<file path="src/rtl/run_monitor.sv">
// Run-control and physical-memory protocol monitor for the mp3 core: halt, timeout and per-channel handshake checks.
// Optional macro RUN_MONITOR_STALL_EN: every PC load re-arms the timeout, turning it into a stall detector.
module run_monitor #(
    parameter int unsigned NUM_CH     = 2,
    parameter logic [31:0] HALT_ADDR  = 32'h0000011c,
    parameter int unsigned HALT_COUNT = 2,
    parameter int unsigned TIMEOUT    = 100000000
) (
    input  logic                clk,
    input  logic                rst,
    input  logic                load_pc,
    input  logic [31:0]         pc_out,
    input  logic [NUM_CH-1:0]   pmem_read,
    input  logic [NUM_CH-1:0]   pmem_write,
    input  logic [NUM_CH-1:0]   pmem_resp,
    output logic [1:0]          status,
    output logic                done,
    output logic [3*NUM_CH-1:0] mem_err,
    output logic [31:0]         cycle_count,
    output logic [31:0]         retire_count
);

    localparam logic [31:0] TMO_RELOAD  = 32'(TIMEOUT - 1);
    localparam logic [7:0]  HALT_TARGET = 8'(HALT_COUNT);

    typedef enum logic [1:0] {
        ST_RUN     = 2'd0,
        ST_HALTED  = 2'd1,
        ST_TIMEOUT = 2'd2,
        ST_FAULT   = 2'd3
    } state_e;

    typedef enum logic [1:0] {
        CH_IDLE = 2'd0,
        CH_RD   = 2'd1,
        CH_WR   = 2'd2
    } ch_state_e;

    state_e              state_q;
    logic                done_q;
    logic [3*NUM_CH-1:0] mem_err_q;
    logic [31:0]         cycle_q;
    logic [31:0]         retire_q;
    logic [7:0]          match_q;
    logic [31:0]         tmo_q;

    logic [3*NUM_CH-1:0] err_set;
    logic                halt_hit;
    logic                halt_last;
    logic                tmo_reload;
    logic                tmo_expire;

    for (genvar gi = 0; gi < NUM_CH; gi++) begin : g_ch
        ch_state_e  ch_q;
        ch_state_e  ch_d;
        logic [2:0] err_d;
        logic       rd;
        logic       wr;
        logic       rsp;

        assign rd  = pmem_read[gi];
        assign wr  = pmem_write[gi];
        assign rsp = pmem_resp[gi];

        always_comb begin
            ch_d     = ch_q;
            err_d    = 3'b000;
            err_d[0] = rd && wr;
            case (ch_q)
                CH_IDLE: begin
                    // A response in the starting cycle completes the transfer on the spot.
                    if (rd && !wr && !rsp) begin
                        ch_d = CH_RD;
                    end else if (wr && !rd && !rsp) begin
                        ch_d = CH_WR;
                    end else if (!rd && !wr && rsp) begin
                        err_d[2] = 1'b1;
                    end
                end
                CH_RD: begin
                    if (!rd || wr) begin
                        err_d[1] = 1'b1;
                        ch_d     = CH_IDLE;
                    end else if (rsp) begin
                        ch_d = CH_IDLE;
                    end
                end
                CH_WR: begin
                    if (!wr || rd) begin
                        err_d[1] = 1'b1;
                        ch_d     = CH_IDLE;
                    end else if (rsp) begin
                        ch_d = CH_IDLE;
                    end
                end
                default: ch_d = CH_IDLE;
            endcase
        end

        always_ff @(posedge clk or posedge rst) begin
            if (rst) begin
                ch_q <= CH_IDLE;
            end else begin
                ch_q <= ch_d;
            end
        end

        assign err_set[3*gi +: 3] = err_d;
    end

    assign halt_hit  = load_pc && (pc_out == HALT_ADDR);
    assign halt_last = halt_hit && (match_q == HALT_TARGET - 8'd1);

`ifdef RUN_MONITOR_STALL_EN
    assign tmo_reload = load_pc;
`else
    assign tmo_reload = 1'b0;
`endif

    // A PC load in the expiring cycle re-arms the budget rather than firing.
    assign tmo_expire = (tmo_q == 32'd0) && !tmo_reload;

    always_ff @(posedge clk or posedge rst) begin
        if (rst) begin
            state_q   <= ST_RUN;
            done_q    <= 1'b0;
            mem_err_q <= '0;
            cycle_q   <= 32'd0;
            retire_q  <= 32'd0;
            match_q   <= 8'd0;
            tmo_q     <= TMO_RELOAD;
        end else begin
            mem_err_q <= mem_err_q | err_set;
            if (state_q == ST_RUN) begin
                if (cycle_q != 32'hffff_ffff) begin
                    cycle_q <= cycle_q + 32'd1;
                end
                if (load_pc && (retire_q != 32'hffff_ffff)) begin
                    retire_q <= retire_q + 32'd1;
                end
                if (halt_hit) begin
                    match_q <= match_q + 8'd1;
                end
                if (tmo_reload) begin
                    tmo_q <= TMO_RELOAD;
                end else if (tmo_q != 32'd0) begin
                    tmo_q <= tmo_q - 32'd1;
                end
                // Protocol faults outrank a halt, which outranks a timeout.
                if (|err_set) begin
                    state_q <= ST_FAULT;
                    done_q  <= 1'b1;
                end else if (halt_last) begin
                    state_q <= ST_HALTED;
                    done_q  <= 1'b1;
                end else if (tmo_expire) begin
                    state_q <= ST_TIMEOUT;
                    done_q  <= 1'b1;
                end
            end
        end
    end

    assign status       = state_q;
    assign done         = done_q;
    assign mem_err      = mem_err_q;
    assign cycle_count  = cycle_q;
    assign retire_count = retire_q;

endmodule

</file>
<file path="config.mk">
export PLATFORM = sky130hd
export DESIGN_NAME = run_monitor
export DESIGN_NICKNAME = d
export VERILOG_FILES = /design/src/rtl/run_monitor.sv
export SDC_FILE = /design/constraint.sdc
export NUM_CORES = 1
export LEC_CHECK = 0
export BUFFER_PORTS_ARGS = -buffer_cell sky130_fd_sc_hd__buf_2
export CAP_MARGIN = 20
export CORE_ASPECT_RATIO = 1.75
export CORE_MARGIN = 1.5
export CORE_UTILIZATION = 60
export CTS_BUF_LIST = sky130_fd_sc_hd__clkbuf_16
export DETAILED_ROUTE_END_ITERATION = 8
export GPL_TIMING_DRIVEN = 0
export HOLD_SLACK_MARGIN = 0.15
export PLACE_DENSITY = 0.94
export SLEW_MARGIN = 20
export SYNTH_ARGS = -nofsm -noshare
export SYNTH_HDL_FRONTEND = slang
export SYNTH_SLANG_ARGS = --single-unit
</file>
<file path="constraint.sdc">
create_clock -name clk -period 10.34 [get_ports clk]
set_clock_uncertainty 0.15 [all_clocks]
set_input_delay 1.551 -clock clk [delete_from_list [all_inputs] [get_ports clk]]
set_output_delay 1.551 -clock clk [all_outputs]
set_load 0.1 [all_outputs]
</file>
==> results.ini <==
[grt]
grt_usage_pct = 32.1
antenna_found_initial = 0
gr-total-overflow = 0
grt_pass1_wl_um = 25700
grt_max_degree = 64
first_global_vias = 5238

[yosys]
yosys_warnings = 0
netlist_instances = 528
ys_ff_latch = 117
synth-edff-count = 0
synth_async_sr_flop_share_pct = 100
synthFlopType = dfrtp_1
avgSynthCellArea_sq_um = 10.9
synth.area.top_cells = dfrtp_1 43%, xnor2_1 9.3%, dfstp_2 8.7%
ys_seq_area_share_pct = 51.4
synth_area_sq_um = 5750
syn_nets = 582
synth_area_leader_cell = dfrtp_1
yosysTopAreaCellShare_pct = 42.7
synth_cell_types = 54

[setup_path]
cp_max_fo = 7
cp.required_ns = 10.49
critPathKind = input port to flop
start_kind = input port
endpoint_kind = flop
crit_arrival_ns = 3.82
ff2ff_setup_slack_ns = 7.20

[cts]
cts_root_buffer = clkbuf_16
htree_levels = 4
path_clk_slew_ns = 0.06
post_cts.repair.setup_buffers = 0
clock_latency_ns = 0.41
ctsLongestPathBuffers = 2
cts_sinks = 117
cts_tree = done
hold_buffers = 0
ctsResizeCount = 0
cts_made_buffers = 17

[floorplanning]
die_w_um = 77.0
coreArea_sq_um = 9410
io_pins = 114
core.rowCount = 47
die_area_sq_um = 10200
die_y_um = 132
start_util_pct = 61.1

[timing]
finalSetupViolCount = 0
tns_ns = 0
hold_ws_ns = 0.300
fmax_ghz = 0.272
fin_crit_sh_pct = 35.5
rsz0062_at_grt = false
finalHoldViolCount = 0
final_max_slew_viol_count = 0
tightest_slew_ns = 1.13
period_minus_slack_ns = 3.67
relSlewSlack_pct = 24.2

[cells_and_area]
final_cells = 796
final_cell_mix = 116 x buf_2, 98 x dfrtp_1, 61 x xnor2_1
syn_to_final_growth_pct = 24.6
antennaDiodeCount = 0
layout-drive-gt1-share_pct = 27.4
final_nets = 715
final_common_cell = buf_2
final_util_pct = 76.1
final_area_sq_um = 7160

[routing]
wl_per_cell_um = 19.6
drt-initial-drc-count = 367
vias_per_cell = 6.33
vias = 5036
antenna_left = 0
post-route-drc-count = 0
drt-total-wl_um = 15600
first_pass_iters = 5

[power_and_ir_drop]
max-vdd-ir-drop_uv = 133
leakage_nw = 3.52
p_per_area_nw_per_um2 = 177

[hold_path]
hp-class = flop to flop

[place]
port_buffers = 113
postPlaceCellArea_sq_um = 6500
place_congestion = 0.884
place_inst = 764
detailed_place_hpwl_um = 9750

[run_status]
status = completed

[job]
max_cap_violations = 0

-- power breakdown --
group	total [mW]	switching, mW	internal, mW
clock network	0.666	0.216	0.449
logic	0.123	0.0833	0.0398
registers	0.480	0.0111	0.469
total	1.27	0.311	0.958
-- worst max-delay path, stage by stage --
cell	delay, ns
buf_2	0.08
nor3b_2	0.49
nand3_1	0.18
a2111oi_1	0.98
nand4_1	0.32
xnor2_1	0.21
-- layer usage --
metal / wire (um) / global-route usage, %
met5: 0 / 0
met4: 724 / 17.2
met3: 749 / 7.03
met2: 8600 / 58.4
met1: 5520 / 34.0
-- flip-flops by register name, summed over array words and instances, names as in the netlist --
signal        flops
status            2
cycle_count      32
mem_err           6
tmo_q            32
done              1
g_ch.ch_q         4
match_q           8
retire_count     32
-- layout make-up --
type | instances | area, sq um
Buffer | 8 | 33.8
Clock buffer | 17 | 425
Clock inverter | 15 | 235
Fill cell | 524 | 2250
Inverter | 11 | 46.3
Multi-Input combinational cell | 392 | 2720
Sequential cell | 117 | 2950
Tap cell | 122 | 153
Timing Repair Buffer | 114 | 593
-- logic make-up after synthesis --
logic type | count (synthesis) | synth area share, %
AND/OR/NAND/NOR | 247 | 25.1
adder cells (fa/ha/maj) | 13 | 2.83
flip-flops | 117 | 51.4
XOR/XNOR | 99 | 15.1
buffers and inverters | 19 | 1.31
AO/OA/AOI/OAI | 28 | 3.40
multiplexers | 5 | 0.936
-- cells in the mapped netlist (all sizes together) (2+ instances only) --
library cell,instances
o21ai,4
nor3b,2
and4,8
or3,7
nor4bb,3
inv,11
xnor2,61
mux2i,2
nor2b,4
dfrtp,98
nand2b,3
or4,7
and2,6
buf,3
dfstp,19
nand4,31
nand2,31
nor4,24
clkbuf,5
nand3,32
a22o,2
or2,7
nor2,28
and3,18
nor4b,5
a21o,2
o22ai,2
mux2,3
xor2,38
a21oi,5
ha,13
nor3,27
a22oi,3
-- through the flow --
stage	power (mW)	setup slack, ns
detailed placement	0.606	6.48
global route	1.31	6.55
floorplan	0.573	5.57
CTS	1.27	6.76
global placement	0.595	4.51
finish	1.27	6.67
-- final timing paths --
path,endpoint,startpoint,cells past startpoint
worst max-delay path,retire_count[31],load_pc,6
worst min-delay path,mem_err[3],mem_err[3],1
worst max register to register,cycle_count[4],cycle_count[0],7
worst min register to register,mem_err[3],mem_err[3],1
max in group asynchronous,tmo_q[18],rst,3
min in group asynchronous,retire_count[29],rst,2
No activity file was read; power rests on OpenSTA's default activity.
